**config.mk**
```make
export PLATFORM = sky130hd
export DESIGN_NAME = odd_seq_ctrl
export DESIGN_NICKNAME = d
export VERILOG_FILES = /design/src/rtl/odd_seq_pkg.sv /design/src/rtl/odd_step_counter.sv /design/src/rtl/odd_seq_ctrl.sv
export SDC_FILE = /design/constraint.sdc
export NUM_CORES = 1
export LEC_CHECK = 0
export ABC_CLOCK_PERIOD_IN_PS = 3900
export CORE_MARGIN = 10
export CORE_UTILIZATION = 35
export DETAILED_ROUTE_END_ITERATION = 10
export GPL_TIMING_DRIVEN = 0
export SYNTH_ARGS = -nofsm -noshare
export SYNTH_HDL_FRONTEND = slang
export SYNTH_SLANG_ARGS = --single-unit
```
**constraint.sdc**
```tcl
create_clock -name i_clk -period 3.9 [get_ports i_clk]
set_input_delay 0.78 -clock i_clk [delete_from_list [all_inputs] [get_ports i_clk]]
set_output_delay 0.78 -clock i_clk [all_outputs]
set_load 0.01 [all_outputs]
```
**src/rtl/odd_seq_pkg.sv**
```systemverilog
// rtl/odd_seq_pkg.sv - shared types, constants and step helpers for the odd-sequence controller
package odd_seq_pkg;

  typedef enum logic [1:0] {
    IDLE = 2'd0,
    RUN  = 2'd1,
    HOLD = 2'd2,
    DONE = 2'd3
  } seq_state_t;

  localparam logic [2:0] ODD_FIRST_UP = 3'o1;
  localparam logic [2:0] ODD_FIRST_DN = 3'o7;

  // 3-bit arithmetic gives the 7->1 and 1->7 wraps for free; an even value recovers to 1.
  function automatic logic [2:0] odd_next(input logic [2:0] q, input logic dir);
    logic [2:0] r_nxt;
    if (!q[0]) begin
      r_nxt = ODD_FIRST_UP;
    end else if (dir) begin
      r_nxt = q - 3'd2;
    end else begin
      r_nxt = q + 3'd2;
    end
    return r_nxt;
  endfunction

  function automatic logic odd_is_wrap(input logic [2:0] q, input logic dir);
    return dir ? (q == ODD_FIRST_UP) : (q == ODD_FIRST_DN);
  endfunction

endpackage

```
**src/rtl/odd_step_counter.sv**
```systemverilog
// rtl/odd_step_counter.sv - 3-bit odd-value step register with load, enable and wrap flag
module odd_step_counter
  import odd_seq_pkg::*;
#(
  parameter logic [2:0] SEED = 3'o1
) (
  input  logic       i_clk,
  input  logic       i_reset,
  input  logic       i_load,
  input  logic [2:0] i_load_val,
  input  logic       i_en,
  input  logic       i_dir,
  output logic [2:0] o_q,
  output logic       o_wrap
);

  logic [2:0] r_q;

  always_ff @(posedge i_clk) begin
    if (!i_reset) begin
      r_q <= SEED;
    end else if (i_load) begin
      r_q <= i_load_val;
    end else if (i_en) begin
      r_q <= odd_next(r_q, i_dir);
    end
  end

  assign o_q    = r_q;
  assign o_wrap = odd_is_wrap(r_q, i_dir);

endmodule

```
**src/rtl/odd_seq_ctrl.sv**
```systemverilog
// rtl/odd_seq_ctrl.sv - start/pause/stop sequencer running the odd step counter for N laps
module odd_seq_ctrl
  import odd_seq_pkg::*;
#(
  parameter int unsigned LAP_W = 4,
  parameter logic [2:0]  SEED  = 3'o1
) (
  input  logic             i_clk,
  input  logic             i_reset,
  input  logic             i_start,
  input  logic             i_pause,
  input  logic             i_stop,
  input  logic             i_dir,
  input  logic [LAP_W-1:0] i_laps,
  output logic [2:0]       o_q,
  output logic [LAP_W-1:0] o_lap_cnt,
  output logic             o_busy,
  output logic             o_done
);

  seq_state_t       r_state;
  logic             r_dir;
  logic [LAP_W-1:0] r_laps;
  logic [LAP_W-1:0] r_lap_cnt;
  logic             r_busy;
  logic             r_done;

  logic             w_start;
  logic             w_load;
  logic [2:0]       w_load_val;
  logic             w_step;
  logic             w_wrap;
  logic             w_last;
  logic [LAP_W-1:0] w_lap_nxt;

  assign w_start    = (r_state == IDLE) && i_start && !i_stop;
  assign w_load     = w_start && (i_laps != '0);
  assign w_load_val = i_dir ? ODD_FIRST_DN : ODD_FIRST_UP;
  assign w_step     = !i_stop && !i_pause && ((r_state == RUN) || (r_state == HOLD));
  assign w_lap_nxt  = r_lap_cnt + LAP_W'(1);
  // Completion on equality means the lap counter can never pass the request.
  assign w_last     = w_step && w_wrap && (w_lap_nxt == r_laps);

  odd_step_counter #(
    .SEED(SEED)
  ) u_step_counter (
    .i_clk      (i_clk),
    .i_reset    (i_reset),
    .i_load     (w_load),
    .i_load_val (w_load_val),
    .i_en       (w_step),
    .i_dir      (r_dir),
    .o_q        (o_q),
    .o_wrap     (w_wrap)
  );

  always_ff @(posedge i_clk) begin
    if (!i_reset) begin
      r_state   <= IDLE;
      r_dir     <= 1'b0;
      r_laps    <= '0;
      r_lap_cnt <= '0;
      r_busy    <= 1'b0;
      r_done    <= 1'b0;
    end else begin
      r_done <= 1'b0;
      case (r_state)
        IDLE: begin
          if (w_start) begin
            r_dir  <= i_dir;
            r_laps <= i_laps;
            if (i_laps == '0) begin
              r_state <= DONE;
              r_done  <= 1'b1;
            end else begin
              r_state   <= RUN;
              r_busy    <= 1'b1;
              r_lap_cnt <= '0;
            end
          end
        end
        RUN, HOLD: begin
          if (i_stop) begin
            r_state <= IDLE;
            r_busy  <= 1'b0;
          end else if (i_pause) begin
            r_state <= HOLD;
          end else begin
            if (w_wrap) begin
              r_lap_cnt <= w_lap_nxt;
            end
            if (w_last) begin
              r_state <= DONE;
              r_busy  <= 1'b0;
              r_done  <= 1'b1;
            end else begin
              r_state <= RUN;
            end
          end
        end
        DONE: begin
          r_state <= IDLE;
        end
        default: begin
          r_state <= IDLE;
          r_busy  <= 1'b0;
        end
      endcase
    end
  end

  assign o_lap_cnt = r_lap_cnt;
  assign o_busy    = r_busy;
  assign o_done    = r_done;

endmodule
```
==> out/metrics.csv, run 1 <==
metric;value;unit
outcome;finished, final reports clean;
syn_nets;123;
grt_start_max_net_pins;10;
grt_pass1_vias;895;
multi_input_area;551.8;µm²
cts_max_level;1;
core;2455;µm²
tritoncts;yes;
min_from;r_laps[3];
crit_chain;clkdlybuf4s50_1 -> and3b_1 -> buf_2 -> a21boi_2 -> or4_1 -> a31oi_1;
postRouteAntennaNets;0;
finalCriticalPeriod;2.323;ns
place.gp.congestion;0.7691;
clk_pin_slew_worst_paths;0.10;ns
worst_path_largest_cell_delay;0.52;ns
startpoint_type;input port;
grt_overflow;0;
synth_top_area_share;35.61;%
hold_end;r_laps[3];
remaining_drc_errors;0;
nets;145;
fill_cells;245;
cap_violations;0;
n_antenna_cell;0;
synth.area.top_cells;dfxtp_1 36%, nand2_1 6.7%, a21oi_1 6.1%;
synth_area_per_cell;8.178;µm²
yosysWarnings;0;
drv_slew;0;
area_delta_synth_final;27.12;%
die-area;4998;µm²
drt_wl_total;2.318;mm
worstReg2RegEnd;o_lap_cnt[3];
max_freq;430.5;MHz
p_leak;0.0004005;µW
fin_skew;0.001679;ns
post_cts_buffers;0;
die_x;70.70;µm
worst_ep_arrival_time;2.53;ns
ys_ff_latch;16;
netlist_instances;110;
dr.pass1.iters;4;
chipHeight;70.70;µm
rr_startpoint;r_state[1];
ios;19;
r2r_setup_slack;1.81;ns
port_buffers;17;
seq_area;320.3;µm²
dp_hpwl;1.789;mm
final_util;46.59;%
synth_cell_types;34;
start_util;36.65;%
reg2reg_depth;8;
vias;882;
rsz0062_at_grt;false;
critPathMaxFanout;9;
crit_required;4.11;ns
relSlewSlack;65.18;%
tightest_slew;0.5175;ns
ir_worst_vdd;0.0001860;V
clock_latency;0.28;ns
cts_num_sinks;16;
finalSetupViolCount;0;
row_count;18;
avgRoutedWirePerCell;14.40;µm
cp_top_family;simple AND/OR/NAND/NOR gates;
grt_usage;9.781;%
critPathKind;input port to flip-flop;
cp_slowest_cell;or4_1;
yosysSeqAreaShare;35.61;%
hold_depth;2;
clockRootBuffer;clkbuf_4;
grt_pass1_wl;4.188;mm
end_kind;flip-flop;
cts_buffers;3;
antenna_found_initial;0;
vias_per_cell;5.478;
powerDensity;305.5;nW/µm²
hold_violations;0;
cts_resized;0;
min_period_over_period;59.55;%
ctsLongestPathBuffers;2;
finalSetupTns;0;ns
drive_gt1_share;5.344;%
hold_path_class;flip-flop to flip-flop;
holdBufCountCts;0;
synth_area;899.6;µm²
cp_num_buf_inv;2;
drtIter0Drc;59;
netlist.top_cell.by_area;dfxtp_1;
[per-layer routing]
metal | global-route usage [%] | up-vias | part of all wire [%]
li1 | - | 440 | -
met5 | 0 | - | 0
met4 | 4.516 | 0 | 1.5
met1 | 11.21 | 414 | 44
met2 | 16.52 | 24 | 49
met3 | 2.510 | 4 | 5.3
[worst max-delay path by stage]
stage,start,endpoint,slack [ns],cells after the start
after detailed placement,i_stop,o_lap_cnt[3],1.30,6
after global routing,i_stop,o_lap_cnt[3],1.47,6
after floorplan,i_pause,o_lap_cnt[3],1.94,4
final,i_stop,o_lap_cnt[3],1.58,6
after CTS,i_stop,o_lap_cnt[3],1.59,6
after global placement,i_stop,o_lap_cnt[3],1.28,6
[logic make-up (layout without fill, tap and decap cells)]
| family | count (synthesis) | in the layout | share of synthesized area (%) |
|---|---|---|---|
| AO/OA/AOI/OAI | 32 | 32 | 22.11 |
| flip-flops | 16 | 16 | 35.61 |
| buffers and inverters | 7 | 28 | 3.059 |
| multiplexers | 2 | 2 | 2.225 |
| XOR/XNOR | 7 | 7 | 6.815 |
| AND/OR/NAND/NOR | 43 | 43 | 26.01 |
| adder cells (fa/ha/maj) | 3 | 3 | 4.173 |
[cells in the mapped netlist]
library cell   n
o21a_1         1
o211ai_1       2
nand2b_1       4
a21oi_1       11
and3b_1        1
inv_1          3
nand4b_1       1
nand4_1        1
o311ai_0       1
dfxtp_1       16
a31oi_1        3
or3b_1         2
nand3b_1       3
o21ai_0        7
a21boi_2       1
mux2i_1        2
or4_1          2
ha_1           3
nor3_1         2
clkbuf_1       3
or3b_4         1
a211o_1        1
a211oi_1       2
nand2_1       16
a22o_1         1
buf_2          1
nor4_1         1
and2_1         1
a21boi_1       2
nor2_1         4
nand3_1        3
xnor2_1        5
or3_1          1
xor2_1         2
[layout make-up]
class,count,area share [%]
multi-input cells,87,48.25
repair buffers,17,14.88
inverters,3,0.9847
clock buffers,4,3.173
well taps,30,3.282
flip-flops and latches,16,28.01
plain buffers,4,1.422
[where the power goes]
part / switching [µW] / internal, µW
Clock: 54.0 / 56.8
Sequential: 6.63 / 170
Combinational: 31.6 / 30.1
Total: 92.2 / 257
[placed cells by master, fill, tap and decap left out, types with 4 or more instances in the layout]
master | synthesis | routed
nand2_1 | 16 | 16
clkdlybuf4s50_1 | 0 | 17
a21oi_1 | 11 | 11
xnor2_1 | 5 | 5
dfxtp_1 | 16 | 16
o21ai_0 | 7 | 7
nand2b_1 | 4 | 4
nor2_1 | 4 | 4
[tightest hold or removal path, cell delays in order, from the launching register on]
cell and delay (ns):
dfxtp_1 0.33, nand2_1 0.05, a21oi_1 0.05
[flip-flops by register name (all words and copies together), names as in the netlist]
signal,count
o_busy,1
o_lap_cnt,4
r_laps,4
o_done,1
r_state,2
u_step_counter.o_q,3
r_dir,1
[metrics by stage]
step                      std cells  total power, µW  setup WS (ns)  cell area [µm²]  hold slack (ns)
after floorplan                 110            216.0          1.943            899.6           0.4481
after global placement          157            240.4          1.278             1107           0.4605
after detailed placement        157            242.4          1.300             1107           0.4653
after CTS                       161            351.6          1.587             1144           0.4794
after global routing            161            366.7          1.467             1144           0.5030
final                           161            349.4          1.577             1144           0.4752
Note: power is estimated with default switching activity, not from simulation.
==> run 2: changes to the inputs <==
- ABC_CLOCK_PERIOD_IN_PS: 3900 -> 2000
- clock period: 3.9 -> 2 ns (I/O delays scaled with it)
==> out/metrics.csv, run 2 (synthesized netlist as in run 1, its figures left out) <==
metric;value;unit;change
grt_util_met3;2.510;%;unchanged
min_period_over_period;95.08;%;
r2r_setup_slack;0.1;ns;-1.71 ns
holdBufCountCts;0;;unchanged
grt_pass1_wl;4.202;mm;+0.33%
grt_pass1_vias;893;;-0.22%
busiest_layer;met2;;
drive_gt1_share;7.692;%;+2.3 points
critPathMaxFanout;6;;-3
cts_max_level;1;;unchanged
netSwitchingPower;183.1;µW;+99%
finalCriticalPeriod;1.902;ns;
gr-usage-met1;11.29;%;+0.078 points
row_count;18;;unchanged
finalSetupViolCount;0;;unchanged
rsz0062_at_grt;false;;
startpoint_type;flip-flop;;
outcome;finished, final reports clean;;
remaining_drc_errors;0;;unchanged
drv_slew;0;;unchanged
start_util;36.65;%;unchanged
switching_share;26.54;%;+0.14 points
port_buffers;17;;unchanged
vias;875;;-0.79%
postRouteAntennaNets;0;;unchanged
end_kind;flip-flop;;
critPathKind;flip-flop to flip-flop;;
ios;19;;unchanged
drt_wl_total;2.349;mm;+1.3%
cap_violations;0;;unchanged
p_seq_share;50.0;%;-0.6 points
place_area;1107;µm²;unchanged
worst_path_largest_cell_delay;0.51;ns;about the same
crit_required;2.21;ns;-1.90 ns
avgRoutedWirePerCell;14.68;µm;+2.0%
crit_chain;or3b_4 -> a211o_1 -> or4_1 -> a31oi_1;;
cts_buffers;3;;unchanged
fin_skew;0.002595;ns;+0.0009157 ns
grt_start_max_net_pins;10;;unchanged
die-area;4998;µm²;unchanged
core;2455;µm²;unchanged
die_x;70.70;µm;unchanged
antenna_found_initial;0;;unchanged
p_leak;0.0004125;µW;+3.0%
relSlewSlack;66.20;%;+1.0 points
powerDensity;595.0;nW/µm²;+95%
cp_slowest_cell;or4_1;;
cts_num_sinks;16;;unchanged
clockRootBuffer;clkbuf_4;;
nets;144;;-0.69%
clk_pin_slew_worst_paths;0.10;ns;about the same
tightest_slew;0.5024;ns;-0.01519 ns
layout_common_cells;16 x nand2_1, 16 x clkdlybuf4s50_1, 15 x dfxtp_1;;
fin_area;1160;µm²;+1.4%
hold_violations;0;;unchanged
pwr-share-clk;31.7;%;about the same
max_freq;525.9;MHz;
grt_usage;9.809;%;+0.028 points
n_antenna_cell;0;;unchanged
place.gp.congestion;0.7691;;unchanged
worst_ep_arrival_time;2.12;ns;-0.41 ns
met2_usage;16.52;%;unchanged
drtIter0Drc;89;;+51%
power_frac_comb;18.3;%;+0.6 points
dp_hpwl;1.789;mm;unchanged
vias_per_cell;5.469;;-0.17%
grt_overflow;0;;unchanged
tritoncts;yes;;
hold_path_class;input port to flip-flop;;
p_int;507.0;µW;+97%
fill_cells;243;;-0.82%
area_delta_synth_final;28.93;%;
ir_worst_vdd;0.0003624;V;+95%
chipHeight;70.70;µm;unchanged
dr.pass1.iters;5;;+1
ctsLongestPathBuffers;2;;unchanged
final_util;47.25;%;+0.66 points
clock_latency;0.29;ns;about the same
-- run 2: changes by cell type in the layout (fill, tap and decap cells not counted), sizes merged --
cell / change
buf: -1
clkdlybuf4s50: -1
dlymetal6s2s: +1
-- run 2: final cells by class --
| cell class | count | area [µm²] | area share, % |
|---|---|---|---|
| Sequential cell | 16 | 321.6 | 27.72 |
| Inverter | 3 | 11.26 | 0.9709 |
| Timing Repair Buffer | 17 | 172.7 | 14.89 |
| Tap cell | 30 | 37.54 | 3.236 |
| Buffer | 3 | 16.27 | 1.402 |
| Multi-Input combinational cell | 87 | 564.3 | 48.65 |
| Clock buffer | 4 | 36.28 | 3.128 |
-- run 2: routing by layer --
layer | up-vias | part of all wire [%]
met3 | 6 | 5.6
met2 | 25 | 48
li1 | 435 | -
met4 | 0 | 2.3
met1 | 409 | 44
met5 | - | 0
-- run 2: final timing paths --
path,cells after the start,from,endpoint
min,2,i_reset,u_step_counter.o_q[0]
min reg2reg,2,r_laps[3],r_laps[3]
max reg2reg,4,u_step_counter.o_q[1],o_lap_cnt[3]
max,4,u_step_counter.o_q[1],o_lap_cnt[3]
-- run 2: metrics by stage --
step                setup TNS, ns  std cells  worst slack [ns]  total power (µW)  hold WS [ns]
floorplan                       0        110            0.1819             421.3        0.4481
global placement          -0.7895        157           -0.2419             468.8        0.4605
detailed placement        -0.8985        157           -0.2203             472.6        0.4653
CTS                             0        160           0.02220             686.7        0.4699
global route                    0        160           0.01761             721.2        0.5030
finish                          0        160           0.09839             690.1        0.4751
-- run 2: power by group through the flow --
| stage | registers [µW] | logic (µW) | clock network [µW] |
|---|---|---|---|
| 3_3_place_gp | 351 | 117 | 0 |
| 3_5_place_dp | 352 | 120 | 0 |
| 6_report | 345 | 126 | 218 |
| 2_1_floorplan | 353 | 68.1 | 0 |
| 5_1_grt | 348 | 142 | 231 |
| 4_1_cts | 345 | 122 | 220 |
-- run 2: what timing repair did --
| action | CTS | global route |
|---|---|---|
| gates cloned | 0 | 0 |
| setup buffers | 0 | 0 |
| endpoints found under the setup margin | 2 | 3 |
| gates resized for setup | 1 | 5 |
-- run 2: critical path, delay by kind of cell, from the launching register on --
family / cells / cell delay [ns]
and+or+nand+nor: 2 / 0.93
AOI/OAI and AO/OA: 2 / 0.52
DFF: 1 / 0.37
==> run 3: changes to the inputs <==
- RECOVER_POWER: unset -> 100
==> out/metrics.csv, run 3 (synthesized netlist as in run 1, its figures left out) <==
metric;value;unit;change
outcome;finished, final reports clean;;
cts_max_level;1;;unchanged
p_leak;0.0004333;µW;+5.0%
post_cts_buffers;0;;unchanged
drt_wl_total;2.355;mm;+0.26%
hold_violations;0;;unchanged
ir_worst_vdd;0.0003621;V;about the same
cp_slowest_cell;or4_1;;
remaining_drc_errors;0;;unchanged
max_freq;525.9;MHz;about the same
cts_buffers;3;;unchanged
place.gp.congestion;0.7691;;unchanged
drtIter0Drc;93;;+4.5%
rsz0062_at_grt;false;;
grt_start_max_net_pins;10;;unchanged
avgRoutedWirePerCell;14.72;µm;+0.26%
critPathKind;flip-flop to flip-flop;;
crit_required;2.21;ns;about the same
dp_hpwl;1.789;mm;unchanged
grt_pass1_vias;893;;unchanged
fill_cells;243;;unchanged
nets;144;;unchanged
start_util;36.65;%;unchanged
hold_path_class;input port to flip-flop;;
vias;883;;+0.91%
worst_path_largest_cell_delay;0.51;ns;about the same
ctsLongestPathBuffers;2;;unchanged
crit_chain;or3b_4 -> a211o_1 -> or4_1 -> a31oi_1;;
postRouteAntennaNets;0;;unchanged
antenna_found_initial;0;;unchanged
tightest_slew;0.5026;ns;+0.0002249 ns
clockRootBuffer;clkbuf_4;;
drive_gt1_share;6.923;%;-0.77 points
layout_common_cells;16 x nand2_1, 16 x dfxtp_1, 11 x a21oi_1;;
final_util;47.20;%;-0.051 points
power;687.3;µW;-0.41%
vias_per_cell;5.519;;+0.91%
worst_ep_arrival_time;2.12;ns;about the same
holdBufCountCts;0;;unchanged
finalCriticalPeriod;1.902;ns;-0.00008110 ns
area_delta_synth_final;28.79;%;
fin_skew;0.002403;ns;-0.0001911 ns
die_x;70.70;µm;unchanged
core;2455;µm²;unchanged
n_antenna_cell;0;;unchanged
ios;19;;unchanged
cap_violations;0;;unchanged
finalSetupViolCount;0;;unchanged
dr.pass1.iters;5;;unchanged
drv_slew;0;;unchanged
clock_latency;0.29;ns;about the same
grt_usage;9.809;%;unchanged
cts_num_sinks;16;;unchanged
relSlewSlack;66.19;%;about the same
die-area;4998;µm²;unchanged
chipHeight;70.70;µm;unchanged
grt_pass1_wl;4.202;mm;unchanged
end_kind;flip-flop;;
clk_pin_slew_worst_paths;0.10;ns;about the same
row_count;18;;unchanged
grt_overflow;0;;unchanged
powerDensity;593.2;nW/µm²;-0.30%
startpoint_type;flip-flop;;
critPathMaxFanout;6;;unchanged
port_buffers;17;;unchanged
min_period_over_period;95.08;%;about the same
tritoncts;yes;;
==> run 3: cell types whose count changed in the layout (fill, tap and decap cells not counted), sizes merged <==
cell | before | now
clkdlybuf4s50 | 16 | 7
dlygate4sd3 | 0 | 9
==> run 3: repair_timing <==
item / 4_1_cts / 5_1_grt
gates resized for setup: 1 / 5
gates cloned: 0 / 0
endpoints found under the setup margin: 2 / 3
==> run 3: worst paths after layout <==
kind | startpoint | to | slack, ns | cells past startpoint
worst max-delay path | u_step_counter.o_q[1] | o_lap_cnt[3] | 0.1 | 4
worst min-delay path | i_reset | u_step_counter.o_q[0] | 0.47 | 2
worst max register to register | u_step_counter.o_q[1] | o_lap_cnt[3] | 0.1 | 4
worst min register to register | r_laps[3] | r_laps[3] | 0.48 | 2
==> run 3: final cells by class <==
cell class	instances	area, µm²	share of cell area [%]
buffer	3	16.27	1.404
clock buffer	4	36.28	3.132
inverter	3	11.26	0.9719
multi-input combinational	87	564.3	48.70
sequential	16	320.3	27.65
tap	30	37.54	3.240
timing repair buffer	17	172.7	14.90
==> run 3: power breakdown <==
part | switching (µW) | internal [µW] | total [µW]
Combinational | 62.6 | 61.3 | 124
Sequential | 12.9 | 332 | 345
Clock | 108 | 111 | 219
Total | 183 | 504 | 687
==> run 3: worst max-delay path, delay by kind of cell (launching register included) <==
family           cells  cell delay, ns
AO/OA/AOI/OAI        2            0.52
flip-flops           1            0.37
AND/OR/NAND/NOR      2            0.93
==> run 3: per-layer routing <==
metal	vias to the layer above	GRT usage [%]	wire [µm]
li1	436	-	-
met1	416	11.29	1044
met2	25	16.52	1127
met3	6	2.510	130
met4	0	4.516	53
met5	-	0	0
==> run 3: per-stage QoR <==
step                hold slack, ns  std cells  cell area, µm²  setup WS (ns)  TNS (ns)
global placement            0.4605        157            1107        -0.2419   -0.7895
CTS                         0.4699        160            1142        0.02220         0
detailed placement          0.4653        157            1107        -0.2203   -0.8985
floorplan                   0.4481        110           899.6         0.1819         0
finish                      0.4749        160            1159        0.09847         0
global route                0.5030        160            1159        0.01090         0
